$ cat src/rtl/parking_gate_ctrl.sv
// Parking-gate controller: password entry, gate sequencing, inactivity timeout,
// brute-force lockout and occupancy counting in one registered FSM.
`timescale 1ns/1ps
module parking_gate_ctrl #(
   parameter int                    PASS_LEN  = 4,
   parameter logic [2*PASS_LEN-1:0] PASSWORD  = 8'b11_10_01_00,
   parameter int                    TIMEOUT_S = 20,
   parameter int                    MAX_TRIES = 3,
   parameter int                    LOCK_S    = 30,
   parameter int                    ERR_S     = 2,
   parameter int                    CAPACITY  = 16,
   parameter int                    CNT_W     = 8
) (
   input  logic             CLK_FPGA,
   input  logic             RST_N,
   input  logic             tick_1hz,
   input  logic [1:0]       code,
   input  logic             code_valid,
   input  logic             Se,
   input  logic             Si,
   input  logic             exit_pulse,
   output logic             cancela,
   output logic             digite_senha,
   output logic             erro,
   output logic             bloqueado,
   output logic             cheio,
   output logic [CNT_W-1:0] ocupacao,
   output logic [2:0]       estado
);

   localparam int TMAX_A = (TIMEOUT_S > LOCK_S) ? TIMEOUT_S : LOCK_S;
   localparam int TMAX   = (TMAX_A > ERR_S) ? TMAX_A : ERR_S;
   localparam int TW     = $clog2(TMAX + 1);
   localparam int IW     = (PASS_LEN > 1) ? $clog2(PASS_LEN) : 1;
   localparam int RW     = $clog2(MAX_TRIES + 1);

   typedef enum logic [2:0] {
      IDLE     = 3'd0,
      SENHA    = 3'd1,
      ERRO     = 3'd2,
      BLOQUEIO = 3'd3,
      ABERTO   = 3'd4,
      PASSANDO = 3'd5
   } state_t;

   state_t           state_q, state_d;
   logic [TW-1:0]    timer_q, timer_d, timer_inc;
   logic [IW-1:0]    idx_q, idx_d;
   logic             mis_q, mis_d, mis_now, last_digit;
   logic [RW-1:0]    tries_q, tries_d, tries_inc;
   logic [CNT_W-1:0] ocup_q, ocup_d;
   logic             full, car_in;
   logic [1:0]       digit;

   assign timer_inc  = timer_q + 1'b1;
   assign tries_inc  = tries_q + 1'b1;
   assign digit      = PASSWORD[2*idx_q +: 2];
   assign mis_now    = mis_q | (code != digit);
   assign last_digit = (idx_q == IW'(PASS_LEN - 1));
   assign full       = (ocup_q == CNT_W'(CAPACITY));

   always_ff @(posedge CLK_FPGA or negedge RST_N) begin
      if (!RST_N) begin
         state_q <= IDLE;
         timer_q <= '0;
         idx_q   <= '0;
         mis_q   <= 1'b0;
         tries_q <= '0;
         ocup_q  <= '0;
      end else begin
         state_q <= state_d;
         timer_q <= timer_d;
         idx_q   <= idx_d;
         mis_q   <= mis_d;
         tries_q <= tries_d;
         ocup_q  <= ocup_d;
      end
   end

   always_comb begin
      state_d = state_q;
      timer_d = timer_q;
      idx_d   = idx_q;
      mis_d   = mis_q;
      tries_d = tries_q;
      car_in  = 1'b0;
      case (state_q)
         IDLE: begin
            if (Se && !full) begin
               state_d = SENHA;
               idx_d   = '0;
               mis_d   = 1'b0;
            end
         end
         SENHA: begin
            // A key press restarts the inactivity timer even on a tick cycle.
            if (!Se) begin
               state_d = IDLE;
            end else if (code_valid) begin
               timer_d = '0;
               if (last_digit) begin
                  if (!mis_now) begin
                     state_d = ABERTO;
                     tries_d = '0;
                  end else begin
                     tries_d = tries_inc;
                     state_d = (tries_inc == RW'(MAX_TRIES)) ? BLOQUEIO : ERRO;
                  end
               end else begin
                  idx_d = idx_q + 1'b1;
                  mis_d = mis_now;
               end
            end else if (tick_1hz) begin
               if (timer_inc == TW'(TIMEOUT_S)) state_d = IDLE;
               else                             timer_d = timer_inc;
            end
         end
         ERRO: begin
            if (tick_1hz) begin
               if (timer_inc == TW'(ERR_S)) begin
                  state_d = Se ? SENHA : IDLE;
                  idx_d   = '0;
                  mis_d   = 1'b0;
               end else begin
                  timer_d = timer_inc;
               end
            end
         end
         BLOQUEIO: begin
            if (tick_1hz) begin
               if (timer_inc == TW'(LOCK_S)) begin
                  state_d = IDLE;
                  tries_d = '0;
               end else begin
                  timer_d = timer_inc;
               end
            end
         end
         ABERTO: begin
            if (Si) begin
               state_d = PASSANDO;
            end else if (tick_1hz) begin
               if (timer_inc == TW'(TIMEOUT_S)) state_d = IDLE;
               else                             timer_d = timer_inc;
            end
         end
         PASSANDO: begin
            // Entered with Si high, so Si low here is the falling edge.
            if (!Si) begin
               state_d = IDLE;
               car_in  = 1'b1;
            end
         end
         default: state_d = IDLE;
      endcase
      if (state_d != state_q) timer_d = '0;

      ocup_d = ocup_q;
      if (car_in && !exit_pulse && !full)
         ocup_d = ocup_q + 1'b1;
      else if (exit_pulse && !car_in && (ocup_q != '0))
         ocup_d = ocup_q - 1'b1;
   end

   always_comb begin
      estado       = state_q;
      cancela      = (state_q == ABERTO) || (state_q == PASSANDO);
      digite_senha = (state_q == SENHA);
      erro         = (state_q == ERRO) || (state_q == BLOQUEIO);
      bloqueado    = (state_q == BLOQUEIO);
      cheio        = full;
      ocupacao     = ocup_q;
   end

endmodule
$ cat config.mk
export PLATFORM = sky130hd
export DESIGN_NAME = parking_gate_ctrl
export DESIGN_NICKNAME = d
export VERILOG_FILES = /design/src/rtl/parking_gate_ctrl.sv
export SDC_FILE = /design/constraint.sdc
export NUM_CORES = 1
export LEC_CHECK = 0
export CAP_MARGIN = 20
export CORE_UTILIZATION = 55
export DETAILED_ROUTE_END_ITERATION = 8
export PLACE_DENSITY_LB_ADDON = 0.08
export SYNTH_ARGS = -nofsm -noshare
export SYNTH_HDL_FRONTEND = slang
export SYNTH_SLANG_ARGS = --single-unit
$ cat constraint.sdc
create_clock -name CLK_FPGA -period 8.9 [get_ports CLK_FPGA]
set_input_delay 1.78 -clock CLK_FPGA [delete_from_list [all_inputs] [get_ports CLK_FPGA]]
set_output_delay 1.78 -clock CLK_FPGA [all_outputs]
set_load 0.01 [all_outputs]
==> results of run 1 <==
==> kinds of logic after synthesis <==
family,after synthesis
multiplexers,6
XOR/XNOR,10
flip-flops,21
buffers and inverters,17
adder cells (fa/ha/maj),11
AND/OR/NAND/NOR,78
AO/OA/AOI/OAI,57
==> synthesized netlist by cell type (all sizes together), types with 2 or more instances <==
master and count:
a21o 3, dfrtp 21, a211oi 3, or3 5
nand2 22, a21oi 11, o21bai 2, or2 2
nor3 6, and2 6, o31a 2, a21boi 2
nand2b 4, nor2 13, nor4 4, and3 3
nand3 3, o21ai 15, nor2b 3, a2111oi 2
buf 4, mux2 4, inv 9, a221o 2
clkbuf 4, o22ai 2, xor2 5, a31oi 2
xnor2 5, mux2i 2, ha 10
==> per-layer routing <==
| layer | vias up | routed length (um) | track usage, % | part of all wire [%] |
|---|---|---|---|---|
| met5 | - | 0 | 0 | 0 |
| met3 | 6 | 255 | 4.02 | 6.7 |
| met2 | 62 | 1780 | 42.0 | 47 |
| li1 | 779 | - | - | - |
| met1 | 749 | 1750 | 34.6 | 46 |
| met4 | 0 | 41 | 9.18 | 1.1 |
==> final timing paths <==
kind / endpoint / slack, ns / cells after the start
setup / recovery: ocupacao[7] / 4.35 / 10
hold reg to reg: tries_q[0] / 0.48 / 1
min in group asynchronous: estado[0] / 1.80 / 1
hold / removal: tries_q[0] / 0.48 / 1
setup reg to reg: ocupacao[7] / 5.38 / 10
max in group asynchronous: ocupacao[2] / 6.62 / 2
==> through the flow <==
stage          cell area, um^2  hold slack (ns)  utilization (%)  power, uW  setup slack (ns)
2_1_floorplan             1710            0.451                -        375              4.81
4_1_cts                   1970            0.487             69.1        524              4.39
3_5_place_dp              1950            0.471             68.2        476              4.08
6_report                  1980            0.484             69.5        523              4.35
3_3_place_gp              1950            0.461             68.2        465              4.18
5_1_grt                   1980            0.519             69.5        572              4.26
==> worst reg2reg max path: stages, from the launching register on <==
cell and delay, ns:
dfrtp_1 0.58, nand2b_1 0.37, or3_1 0.42, or3_4 0.41, ha_1 0.29, a21o_1 0.17, a21oi_1 0.21, o21bai_1 0.11
a2111oi_0 0.62, a2111o_1 0.20, nand2_1 0.04
==> registers in the layout (all words and copies together), names as in the netlist <==
name and cells:
ocupacao 8, mis_q 1, idx_q 2, estado 3, timer_q 5, tries_q 2
==> layout make-up <==
cell class / count / area, um^2 / share of cell area, %
Clock buffer: 4 / 26.3 / 1.32
Inverter: 9 / 33.8 / 1.70
Tap cell: 31 / 38.8 / 1.96
Timing Repair Buffer: 25 / 251 / 12.7
Sequential cell: 21 / 526 / 26.5
Multi-Input combinational cell: 162 / 1110 / 55.8
==> power groups by stage <==
stage | clock network, uW | registers (uW) | logic (uW)
2_1_floorplan | 0 | 171 | 204
3_3_place_gp | 0 | 175 | 289
3_5_place_dp | 0 | 179 | 297
4_1_cts | 48.2 | 177 | 299
5_1_grt | 52.5 | 183 | 337
6_report | 46.4 | 177 | 300
==> results.cfg, run 1 <==
[die]
core_area_um2 = 2850
rows = 19
start_util_pct = 59.9
die_w_um = 57.7
die_h_um = 57.7
die_area_um2 = 3330
io-pin-count = 25

[worst_setup_path]
r2r-start = estado[1]
cpMaxStageDelayCell = a2111oi_0
critical_path_arrival_ns = 4.74
start_kind = input pin
crit_path_max_fanout = 10
worstSetupPathType = in -> reg
max_stage_delay_ns = 0.62
crit_buf_inv = 1
crit_family = compound AO/OA/AOI/OAI gates
critPathCaptureType = flip-flop
startpoint = Si
required_ns = 9.10
crit_chain = clkdlybuf4s50_1, or3_1, or3_4, ha_1, a21o_1, a21oi_1, o21bai_1, a2111oi_0, a2111o_1, nand2_1

[placed_design]
hpwl_um = 2950
gp_congestion = 0.942
portBuffers = 24
placedCellCount = 247

[yosys]
synth.distinct_cells = 58
yosysTopAreaCell = dfrtp_1
syn-instance-count = 200
synth_top_family_by_area = simple AND/OR/NAND/NOR gates
syn-cell-area_um2 = 1710
avgSynthCellArea_um2 = 8.54
netlist_top_cells_area = dfrtp_1, ha_1, nand2_1
netlist.area_leader.share_pct = 30.8
yosys.area_share.simple_pct = 24.5
synth-seq-cells = 21
synthMuxAreaShare_pct = 3.81
synth_warnings = 0
synth-compound-area-share_pct = 22.9
synth_xor_area_share_pct = 5.13
synthFlopType = dfrtp_1
synth_edf_count = 0
seq_area_frac_synth_pct = 30.8
synthAdderAreaFrac_pct = 8.50
ys_async_sr_fraction_pct = 100
synth.net_count = 220

[global_routing]
grt.total_usage_pct = 25.6
grt_max_degree = 22
antenna_found_initial = 0
grt_pass1_wl_um = 6690
grt_pass1_vias = 1564
overflow = 0

[outcome]
violations = DRC
outcome = complete, but fails checks

[sta]
relSlewSlack_pct = 57.8
worst_pin_slew_ns = 0.618
setup_tns_ns = 0
hold_violations = 0
finalCritPeriodShare_pct = 51.1
rsz0062_at_grt = no
fin_crit_ns = 4.55
finalMaxSlewViolations = 0
max_clock_freq_mhz = 220
skew_ns = 0.00213
setup_viol = 0

[power]
p_sw_share_pct = 43.0
combPwrFrac_pct = 57.4
cell_internal_pwr_uw = 298
seqPwrFrac_pct = 33.7
vdd_drop_max_mv = 0.186
p_clk_share_pct = 8.9
p_sw_uw = 225
p_per_area_nw_per_um2 = 264
power_leakage_uw = 0.000821

[clock_tree]
h-tree-depth = 1
cts_resized = 0
postCtsHoldBufs = 0
cts_sinks = 21
cts_buffers = 3
cts_tree = yes
root_buffer = clkbuf_4
path_clk_slew_ns = 0.12
postCtsSetupBuffers = 0
worstSkewPairLatency_ns = 0.30
cts_buffer_depth = 2

[drt]
drc = 3
num_vias = 1596
via_per_inst = 6.33
wl_per_cell_um = 15.2
drtPass1Iterations = 8
postRouteAntennaNets = 0
totalWireLength_um = 3830
drt_iter0_drc = 81

[finish]
num_antenna_cells = 0
synthToLayoutAreaGrowth_pct = 16.1
final_cell_mix = clkdlybuf4s50_1, nand2_1, dfrtp_1, nor2_1, a21oi_1
nets = 242
fillers = 248
fin_cells = 252
final_common_cell = clkdlybuf4s50_1
drive_gt1_share_pct = 3.62

[min_path]
hp-class = reg -> reg
hold_start = tries_q[0]

[run]
maxCapViolCount = 0
(Power assumes the default switching activity.)
==> run 2: changes to the inputs <==
CORE_UTILIZATION = 54   (was 55)
clock period = 4.22 ns   (was 8.9 ns; I/O delays follow)
==> run 2 against run 1 <==
The flow now finishes without violations. Clock skew up 0.00062 ns. Combinational power up 120%. Worst setup slack worse by 3.7 ns. First-iteration DRC count down 6.2%. Via count down 1.4%. Critical path type unchanged. Largest cell class unchanged.
==> results.cfg, run 2 (synthesized netlist as in run 1, its figures left out) <==
[sta]
rsz0062_at_grt = no
finalCritPeriodShare_pct = 85.2
worst_pin_slew_ns = 0.620
setup_tns_ns = 0
hold_violations = 0
relSlewSlack_pct = 57.6
max_clock_freq_mhz = 278
setup_viol = 0
skew_ns = 0.00275
finalMaxSlewViolations = 0
fin_crit_ns = 3.59

[finish]
fillers = 275
num_antenna_cells = 0
synthToLayoutAreaGrowth_pct = 17.7
multi_input_area_um2 = 1110
final_cell_mix = clkdlybuf4s50_1, nand2_1, dfrtp_1, nor2_1, a21oi_1
largest_reg_flops = 8
regArea_um2 = 526
final_common_cell = clkdlybuf4s50_1
nets = 243
fin_cells = 266
drive_gt1_share_pct = 4.05
fin_area_um2 = 2010

[worst_setup_path]
critPathCaptureType = flip-flop
required_ns = 4.43
critical_path_arrival_ns = 3.80
worstSetupPathType = in -> reg
r2r_cells = 10
crit_path_max_fanout = 10
start_kind = input pin

[placed_design]
portBuffers = 24
hpwl_um = 3100
placedCellCount = 261
gp_congestion = 0.854
placed_cell_area_um2 = 1970

[die]
start_util_pct = 56.4
rows = 20
io-pin-count = 25
die_area_um2 = 3390
core_area_um2 = 3030
die_w_um = 58.2
die_h_um = 58.2

[min_path]
hold_path_depth = 1
hp-class = reg -> reg

[power]
power.total_uw = 1110
vdd_drop_max_mv = 0.310
p_per_area_nw_per_um2 = 552
power_leakage_uw = 0.000828

[drt]
via_per_inst = 5.91
drc = 0
num_vias = 1573
postRouteAntennaNets = 0
drt_iter0_drc = 76
drtPass1Iterations = 4
wl_per_cell_um = 15.0
totalWireLength_um = 4000

[global_routing]
overflow = 0
antenna_found_initial = 0
grt_max_degree = 22
grt_pass1_vias = 1463
grt_pass1_wl_um = 6730
grt.total_usage_pct = 26.0

[clock_tree]
path_clk_slew_ns = 0.12
postCtsSetupBuffers = 0
cts_buffer_depth = 2
cts_tree = yes
cts_resized = 0
cts_sinks = 21
root_buffer = clkbuf_4
cts_buffers = 3
h-tree-depth = 1
worstSkewPairLatency_ns = 0.31
postCtsHoldBufs = 0

[run]
maxCapViolCount = 0

[outcome]
outcome = finished, final reports clean
-- run 2: cell count changes in the layout (fill, tap and decap cells not counted), sizes merged --
cell | before | now
buf | 1 | 2
-- run 2: through the flow --
stage	setup slack, ns	utilization (%)	hold slack, ns
after floorplan	1.06	-	0.451
after global placement	0.439	65.0	0.462
after detailed placement	0.302	65.0	0.471
after CTS	0.640	65.9	0.488
after global routing	0.479	66.4	0.524
final	0.625	66.4	0.484
-- run 2: area by class of cell --
cell class / instances / area share, %
tap: 44 / 2.74
clock buffer: 4 / 1.31
timing repair buffer: 26 / 13.1
multi-input combinational: 162 / 55.1
sequential: 21 / 26.1
inverter: 9 / 1.68
-- run 2: path summary, 6_finish.rpt --
check	start	to	slack, ns
worst min register to register	tries_q[0]	tries_q[0]	0.48
max in group asynchronous	RST_N	ocupacao[2]	2.91
worst min-delay path	tries_q[0]	tries_q[0]	0.48
min in group asynchronous	RST_N	estado[2]	0.85
worst max register to register	estado[0]	ocupacao[7]	0.75
worst max-delay path	Si	ocupacao[7]	0.63
-- run 2: worst max-delay path, stage by stage --
cell,delay (ns)
clkdlybuf4s50_1,0.49
or3_1,0.43
or3_4,0.41
ha_1,0.29
a21o_1,0.17
a21oi_1,0.21
o21bai_1,0.10
a2111oi_0,0.60
a2111o_1,0.20
nand2_1,0.05
-- run 2: report_power, final --
group          total, uW  switching, uW  internal (uW)
clock               99.8           62.8           36.9
combinational        649            323            326
sequential           362           91.7            270
total               1110            477            633
-- run 2: metal layers --
metal	up-vias	part of all wire [%]	global-route usage, %
met5	-	0	0
met4	0	1.0	10.2
met3	5	5.7	4.91
met2	53	47	41.4
met1	737	46	35.0
li1	778	-	-
